--- src/rtl/ws2812_frame_feeder.sv ---
// Holds one frame of GRB pixels and streams them into a PIO TX FIFO through the
// action/din command port, then waits for the FIFO to drain and the LEDs to latch.
module ws2812_frame_feeder #(
    parameter int NUM_LEDS     = 8,
    parameter int ADDR_W       = 3,
    parameter int LATCH_CYCLES = 2100,
    parameter int MINDEX       = 0
) (
    input  logic              clk,
    input  logic              reset_n,
    input  logic              wr_en,
    input  logic [ADDR_W-1:0] wr_addr,
    input  logic [23:0]       wr_data,
    input  logic              start,
    output logic              busy,
    output logic              done,
    output logic [3:0]        action,
    output logic [31:0]       din,
    output logic [1:0]        mindex,
    input  logic              tx_full,
    input  logic              tx_empty,
    output logic [2:0]        o_dbg_state
);

    localparam int CNT_W = (LATCH_CYCLES > 1) ? $clog2(LATCH_CYCLES) : 1;
    localparam logic [ADDR_W-1:0] LAST_IDX = ADDR_W'(NUM_LEDS - 1);
    localparam logic [CNT_W-1:0]  LAST_CNT = CNT_W'(LATCH_CYCLES - 1);
    localparam logic [ADDR_W:0]   NUM_EXT  = (ADDR_W + 1)'(NUM_LEDS);
    localparam logic [3:0]        ACT_NONE = 4'd0;
    localparam logic [3:0]        ACT_PUSH = 4'd4;

    typedef enum logic [2:0] {
        S_IDLE  = 3'd0,
        S_FETCH = 3'd1,
        S_PUSH  = 3'd2,
        S_DRAIN = 3'd3,
        S_LATCH = 3'd4
    } state_t;

    state_t            r_state;
    logic [ADDR_W-1:0] r_index;
    logic [CNT_W-1:0]  r_cnt;
    logic              r_busy;
    logic              r_done;
    logic [3:0]        r_action;
    logic [31:0]       r_din;
    logic [23:0]       r_rd_data;
    logic [23:0]       r_mem [NUM_LEDS];

    logic w_wr_ok;
    logic w_rd_en;

    assign w_wr_ok = wr_en && ({1'b0, wr_addr} < NUM_EXT);
    assign w_rd_en = (r_state == S_FETCH);

    // Pixel RAM is not reset; a read that collides with a write sees the old word.
    always_ff @(posedge clk) begin
        if (w_wr_ok) begin
            r_mem[wr_addr] <= wr_data;
        end
        if (w_rd_en) begin
            r_rd_data <= r_mem[r_index];
        end
    end

    always_ff @(posedge clk or negedge reset_n) begin
        if (!reset_n) begin
            r_state  <= S_IDLE;
            r_index  <= '0;
            r_cnt    <= '0;
            r_busy   <= 1'b0;
            r_done   <= 1'b0;
            r_action <= ACT_NONE;
            r_din    <= '0;
        end else begin
            r_action <= ACT_NONE;
            r_din    <= '0;
            r_done   <= 1'b0;
            case (r_state)
                S_IDLE: begin
                    // A start coinciding with the done pulse is dropped on purpose.
                    if (start && !r_done) begin
                        r_index <= '0;
                        r_busy  <= 1'b1;
                        r_state <= S_FETCH;
                    end
                end
                S_FETCH: begin
                    r_state <= S_PUSH;
                end
                S_PUSH: begin
                    if (!tx_full) begin
                        r_action <= ACT_PUSH;
                        r_din    <= {r_rd_data, 8'h00};
                        if (r_index == LAST_IDX) begin
                            r_state <= S_DRAIN;
                        end else begin
                            r_index <= r_index + 1'b1;
                            r_state <= S_FETCH;
                        end
                    end
                end
                S_DRAIN: begin
                    if (tx_empty) begin
                        r_cnt   <= '0;
                        r_state <= S_LATCH;
                    end
                end
                S_LATCH: begin
                    if (r_cnt == LAST_CNT) begin
                        r_done  <= 1'b1;
                        r_busy  <= 1'b0;
                        r_state <= S_IDLE;
                    end else begin
                        r_cnt <= r_cnt + 1'b1;
                    end
                end
                default: begin
                    r_state <= S_IDLE;
                end
            endcase
        end
    end

    assign busy        = r_busy;
    assign done        = r_done;
    assign action      = r_action;
    assign din         = r_din;
    assign mindex      = 2'(MINDEX);
    assign o_dbg_state = r_state;

endmodule

--- config.mk ---
export PLATFORM = sky130hd
export DESIGN_NAME = ws2812_frame_feeder
export DESIGN_NICKNAME = d
export VERILOG_FILES = /design/src/rtl/ws2812_frame_feeder.sv
export SDC_FILE = /design/constraint.sdc
export NUM_CORES = 1
export LEC_CHECK = 0
export BUFFER_PORTS_ARGS = -buffer_cell sky130_fd_sc_hd__buf_2
export CORE_MARGIN = 2
export CORE_UTILIZATION = 34
export CTS_CLUSTER_DIAMETER = 120
export DETAILED_ROUTE_END_ITERATION = 8
export GPL_TIMING_DRIVEN = 0
export PLACE_DENSITY = 0.58
export SYNTH_ARGS = -nofsm -noshare
export SYNTH_HDL_FRONTEND = slang
export SYNTH_SLANG_ARGS = --single-unit
--- constraint.sdc ---
create_clock -name clk -period 6.57 [get_ports clk]
set_input_delay 1.6425 -clock clk [delete_from_list [all_inputs] [get_ports clk]]
set_output_delay 1.6425 -clock clk [all_outputs]
set_load 0.02 [all_outputs]
# == Yosys cells after proc, flatten, opt, wreduce, memory -nomap -nowiden ==
# Memory sizes are Yosys's and may differ from the RTL's. A register that Yosys moved wholly into a read port is not among the register bits.
# Index checks and enable logic that the tools add are counted.
# op_classes
n_eq_ne,12
div,0
n_reduce_logical,10
n_shift,0
mux,24
bitwise_logic,0
magnitude_cmp,0
multipliers,0
addsub,2
# ops
operator,count
2-to-1 mux 32 bit,2
2-to-1 mux 3 bit,9
2-to-1 mux 12 bit,2
one-hot mux 12 bit (2 select lines),1
one-hot mux 3 bit (5 select lines),1
"adder 12 x 1 -> 12 bit, second input constant",1
"== test 12 bit, second input constant",1
"!= test 2 bit, second input constant",6
AND reduction 4 bit,2
"== test 3 x 2 -> 1 bit, second input constant",2
"== test 3 bit, second input constant",2
2-to-1 mux 1 bit,6
one-hot mux 3 bit (2 select lines),1
AND reduction 3 bit,2
nonzero test 2 bit,3
"adder 3 x 1 -> 3 bit, second input constant",1
"== test 3 x 1 -> 1 bit, second input constant",1
logical NOT 3 bit,1
2-to-1 mux 2 bit,1
one-hot mux 1 bit (2 select lines),1
logical AND 1 bit,1
logical NOT 1 bit,1
# totals
ramBits,192
word_cells,56
input_bits,33
output_inout_bits,43
memories,1
ff_bits,56
latch_bits,0
mem_bits_ro,0
# memory_table
name,depth,width,read_ports,rd_clocked_by_memory_dff,write_ports,line,source
r_mem,8,24,1,1,1,48,logic [23:0] r_mem [NUM_LEDS];

# == Depth between registers and ports, before layout ==
# depth
ltp_word,4
depth_mapped,6
depth_no_buf,6

# == Worst setup path before layout ==
# Ideal clock, no wire load.
# synth_path
path_type,input -> register
startpoint,in wr_addr[2]
endpoint,mem r_mem[0][0] (enable)
required_ns,6.135
arrival_time_ns,3.492
cell_stages,2
path_slack_ns,2.643
setup_time_ns,0.435
path_buffers,0
path_cell_list,nand2b_1 > nor3_1
# synth_rtl
element,line,source
start: declaration,12,"input logic [ADDR_W-1:0] wr_addr,"
end: declaration,48,
# Straight into the memory's write port.

# == Worst setup path in the final report ==
# layout_path
startpoint,in wr_en
endpoint,mem r_mem[4][3] (enable)
# layout_via
elab_chain_cells,2
# layout_lines
element,line,source
start: declaration,11,"input logic wr_en,"
2-to-1 mux 1 bit,58,if (w_wr_ok) begin
2-to-1 mux 1 bit (not written as such),59,r_mem[wr_addr] <= wr_data;
# No other way between the ends.

==> impl_metrics.py <==
metrics = {
    "run_status": {
        "outcome": "finished clean",
    },
    "power_and_ir_drop": {
        "ir_worst_vdd_mv": 0.1864,
        "leakage_nw": 4.258,
        "power_density_nw_per_um2": 297.5,
    },
    "final_layout": {
        "fillers": 2585,
        "drive_above_1_share_pct": 34.17,
        "syn_to_final_growth_pct": 18.92,
        "fin_area_um2": 11890,
        "nNetsFinal": 657,
        "final_cell_count_no_fill": 1026,
    },
    "worst_hold_path": {
        "hp-start": "r_rd_data[17]$_DFFE_PN_",
        "hp-class": "reg -> reg",
    },
    "synthesis": {
        "ys.flop_type": "edfxtp_1",
        "ys_types": 44,
        "synth_edf_count": 216,
        "yosysSeqAreaShare_pct": 76.12,
        "syn_inst": 508,
        "ys_ff_latch": 261,
        "syn_avg_cell_area_um2": 19.69,
        "yosysWarnings": 0,
        "syn-cell-area_um2": 10000,
        "async_flop_share_pct": 17.24,
    },
    "drt": {
        "viasPerCell": 4.823,
        "first_pass_iters": 4,
        "vias": 4948,
        "drt-total-wl_um": 20280,
        "wl_per_cell_um": 19.76,
        "drc": 0,
        "drt-initial-drc-count": 355,
        "drtAntennaViolNets": 0,
    },
    "global_route": {
        "grt_pass1_vias": 5312,
        "grt_pass1_wl_um": 31340,
        "gr-total-overflow": 0,
        "groute.usage.overall_pct": 13.39,
        "grt_max_degree": 46,
        "antenna_found_initial": 2,
    },
    "clock_network": {
        "htreeDepth": 1,
        "post_cts_buffers": 0,
        "numCtsBuffers": 27,
        "cts_tree": "yes",
        "worstSkewPairLatency_ns": 0.52,
        "clockBufferDepth": 3,
        "clockRootBuffer": "clkbuf_16",
        "cts_sinks": 261,
        "cts_resized": 0,
        "hold_buffers": 0,
        "cts.clk_slew.worst_paths_ns": 0.06,
    },
    "timing": {
        "finalSetupViolations": 0,
        "final_hold_viol_count": 0,
        "setup-tns-final_ns": 0,
        "tightest_slew_ns": 1.108,
        "slew_headroom_pct": 26.16,
        "finalCritPeriodShare_pct": 44.50,
        "slew_viol_final": 0,
        "period_minus_slack_ns": 2.924,
        "max_freq_mhz": 342.0,
        "clock_skew_ns": 0.007909,
        "rsz0062_at_grt": "false",
    },
    "worst_setup_path": {
        "crit_fanout": 9,
        "cp.arrival_ns": 3.15,
        "rr_startpoint": "r_index[1]$_DFFE_PN0P_",
        "crit_path_end_kind": "flip-flop",
        "crit_start": "wr_en",
        "cp_data_required_time_ns": 6.79,
        "worstSetupStartpointType": "primary input",
        "crit_type": "in -> reg",
    },
    "floorplanning": {
        "fp.dieH_um": 175.5,
        "rows": 62,
        "fp.dieW_um": 175.5,
        "die_area_um2": 30800,
        "core_um2": 28860,
        "initial_core_util_pct": 34.66,
        "pin_count": 76,
    },
    "place": {
        "io_buffers": 62,
        "place_congestion": 0.7723,
        "hpwl_um": 12690,
        "dp.cells": 976,
        "dpl_cell_area_um2": 11040,
    },
    "flow_run": {
        "drv_cap": 0,
    },
}
synth_stat cells, types with 9 or more instances:
cell type / count / area share [%]
and3_1: 28 / 1.8
nand3_1: 15 / 0.75
nand2_1: 15 / 0.56
clkbuf_1: 14 / 0.53
mux2_2: 24 / 2.7
a31oi_1: 9 / 0.56
nor2_1: 13 / 0.49
mux4_2: 48 / 11
buf_4: 13 / 0.98
edfxtp_1: 216 / 65
dfrtp_1: 45 / 11
final cells by class:
type	instances	area (µm²)	share of cell area (%)
tap	384	480.5	4.040
clock buffer	34	732.0	6.155
inverter	1	3.754	0.03156
sequential	261	7612	64.01
clock inverter	15	118.9	0.9995
antenna	1	2.502	0.02104
timing repair buffer	72	452.9	3.809
multi-input combinational	222	2290	19.25
buffer	36	200.2	1.683
path summary, 6_finish.rpt:
kind	endpoint	slack, ns	cells after the start
min reg2reg	din[25]$_DFF_PN0_	0.47	1
min	din[25]$_DFF_PN0_	0.47	1
max in group asynchronous	din[16]$_DFF_PN0_	4.56	1
min in group asynchronous	r_cnt[8]$_DFFE_PN0P_	1.33	1
max reg2reg	r_rd_data[22]$_DFFE_PN_	4.27	4
max	r_mem[4][3]$_DFFE_PP_	3.65	5
power breakdown:
group          internal, mW  switching [mW]  total (mW)
Combinational        0.0703           0.103       0.173
Clock                 0.860           0.595        1.46
Sequential             1.86          0.0478        1.91
stage by stage:
| stage | utilization (%) | setup slack (ns) | power [mW] | hold WS (ns) |
|---|---|---|---|---|
| 6_report | 41.21 | 3.646 | 3.538 | 0.4707 |
| 4_1_cts | 41.20 | 3.614 | 3.573 | 0.4755 |
| 2_1_floorplan | - | 2.643 | 2.042 | 0.4506 |
| 3_3_place_gp | 37.55 | 0.8576 | 2.100 | 0.4579 |
| 3_5_place_dp | 38.25 | 3.059 | 2.117 | 0.4616 |
| 5_1_grt | 41.20 | 3.513 | 3.668 | 0.4915 |
state kept, by name, indices dropped and copies added (netlist names):
register / cells
action: 1
busy: 1
din: 24
done: 1
o_dbg_state: 3
r_cnt: 12
r_index: 3
r_mem: 192
r_rd_data: 24
cell usage in the layout (no fill, tap or decap), types with 3 or more instances in the layout:
cell type and n:
nand2_1 15, a31oi_1 9, o21ai_0 7, clkinv_1 7, nand2b_1 5, nand3_1 15, clkinv_2 5, dfrtp_1 45
clkbuf_16 27, buf_12 3, a21oi_1 7, buf_4 13, nor2_1 7, conb_1 13, ha_1 3, nor2_4 6
nor3_1 3, clkbuf_8 3, edfxtp_1 216, buf_6 7, and3_1 28, mux2_2 24, buf_2 69, mux4_2 48
clkbuf_1 18
cells by family (layout without fill, tap and decap cells):
| logic type | count (synthesis) | count (layout) | synth area share (%) |
|---|---|---|---|
| flip-flops | 261 | 261 | 76.12 |
| AO/OA/AOI/OAI | 31 | 31 | 1.964 |
| other | 1 | 14 | 0.03750 |
| buffers and inverters | 37 | 158 | 2.039 |
| AND/OR/NAND/NOR | 101 | 101 | 5.755 |
| multiplexers | 74 | 74 | 13.71 |
| adder cells (fa/ha/maj) | 3 | 3 | 0.3754 |
routing by layer:
| layer | part of all wire (%) | vias to the layer above | track usage, % |
|---|---|---|---|
| li1 | - | 2245 | - |
| met1 | 44 | 2540 | 18.19 |
| met2 | 49 | 133 | 22.33 |
| met3 | 5.3 | 30 | 2.532 |
| met4 | 2.0 | 0 | 3.409 |
| met5 | 0 | - | 0 |
worst max-delay path: stages:
cell     delay [ns]
buf_2          0.09
nand2_1        0.20
nor3_2         0.74
buf_6          0.27
buf_6          0.19
(Power assumes the default switching activity.)
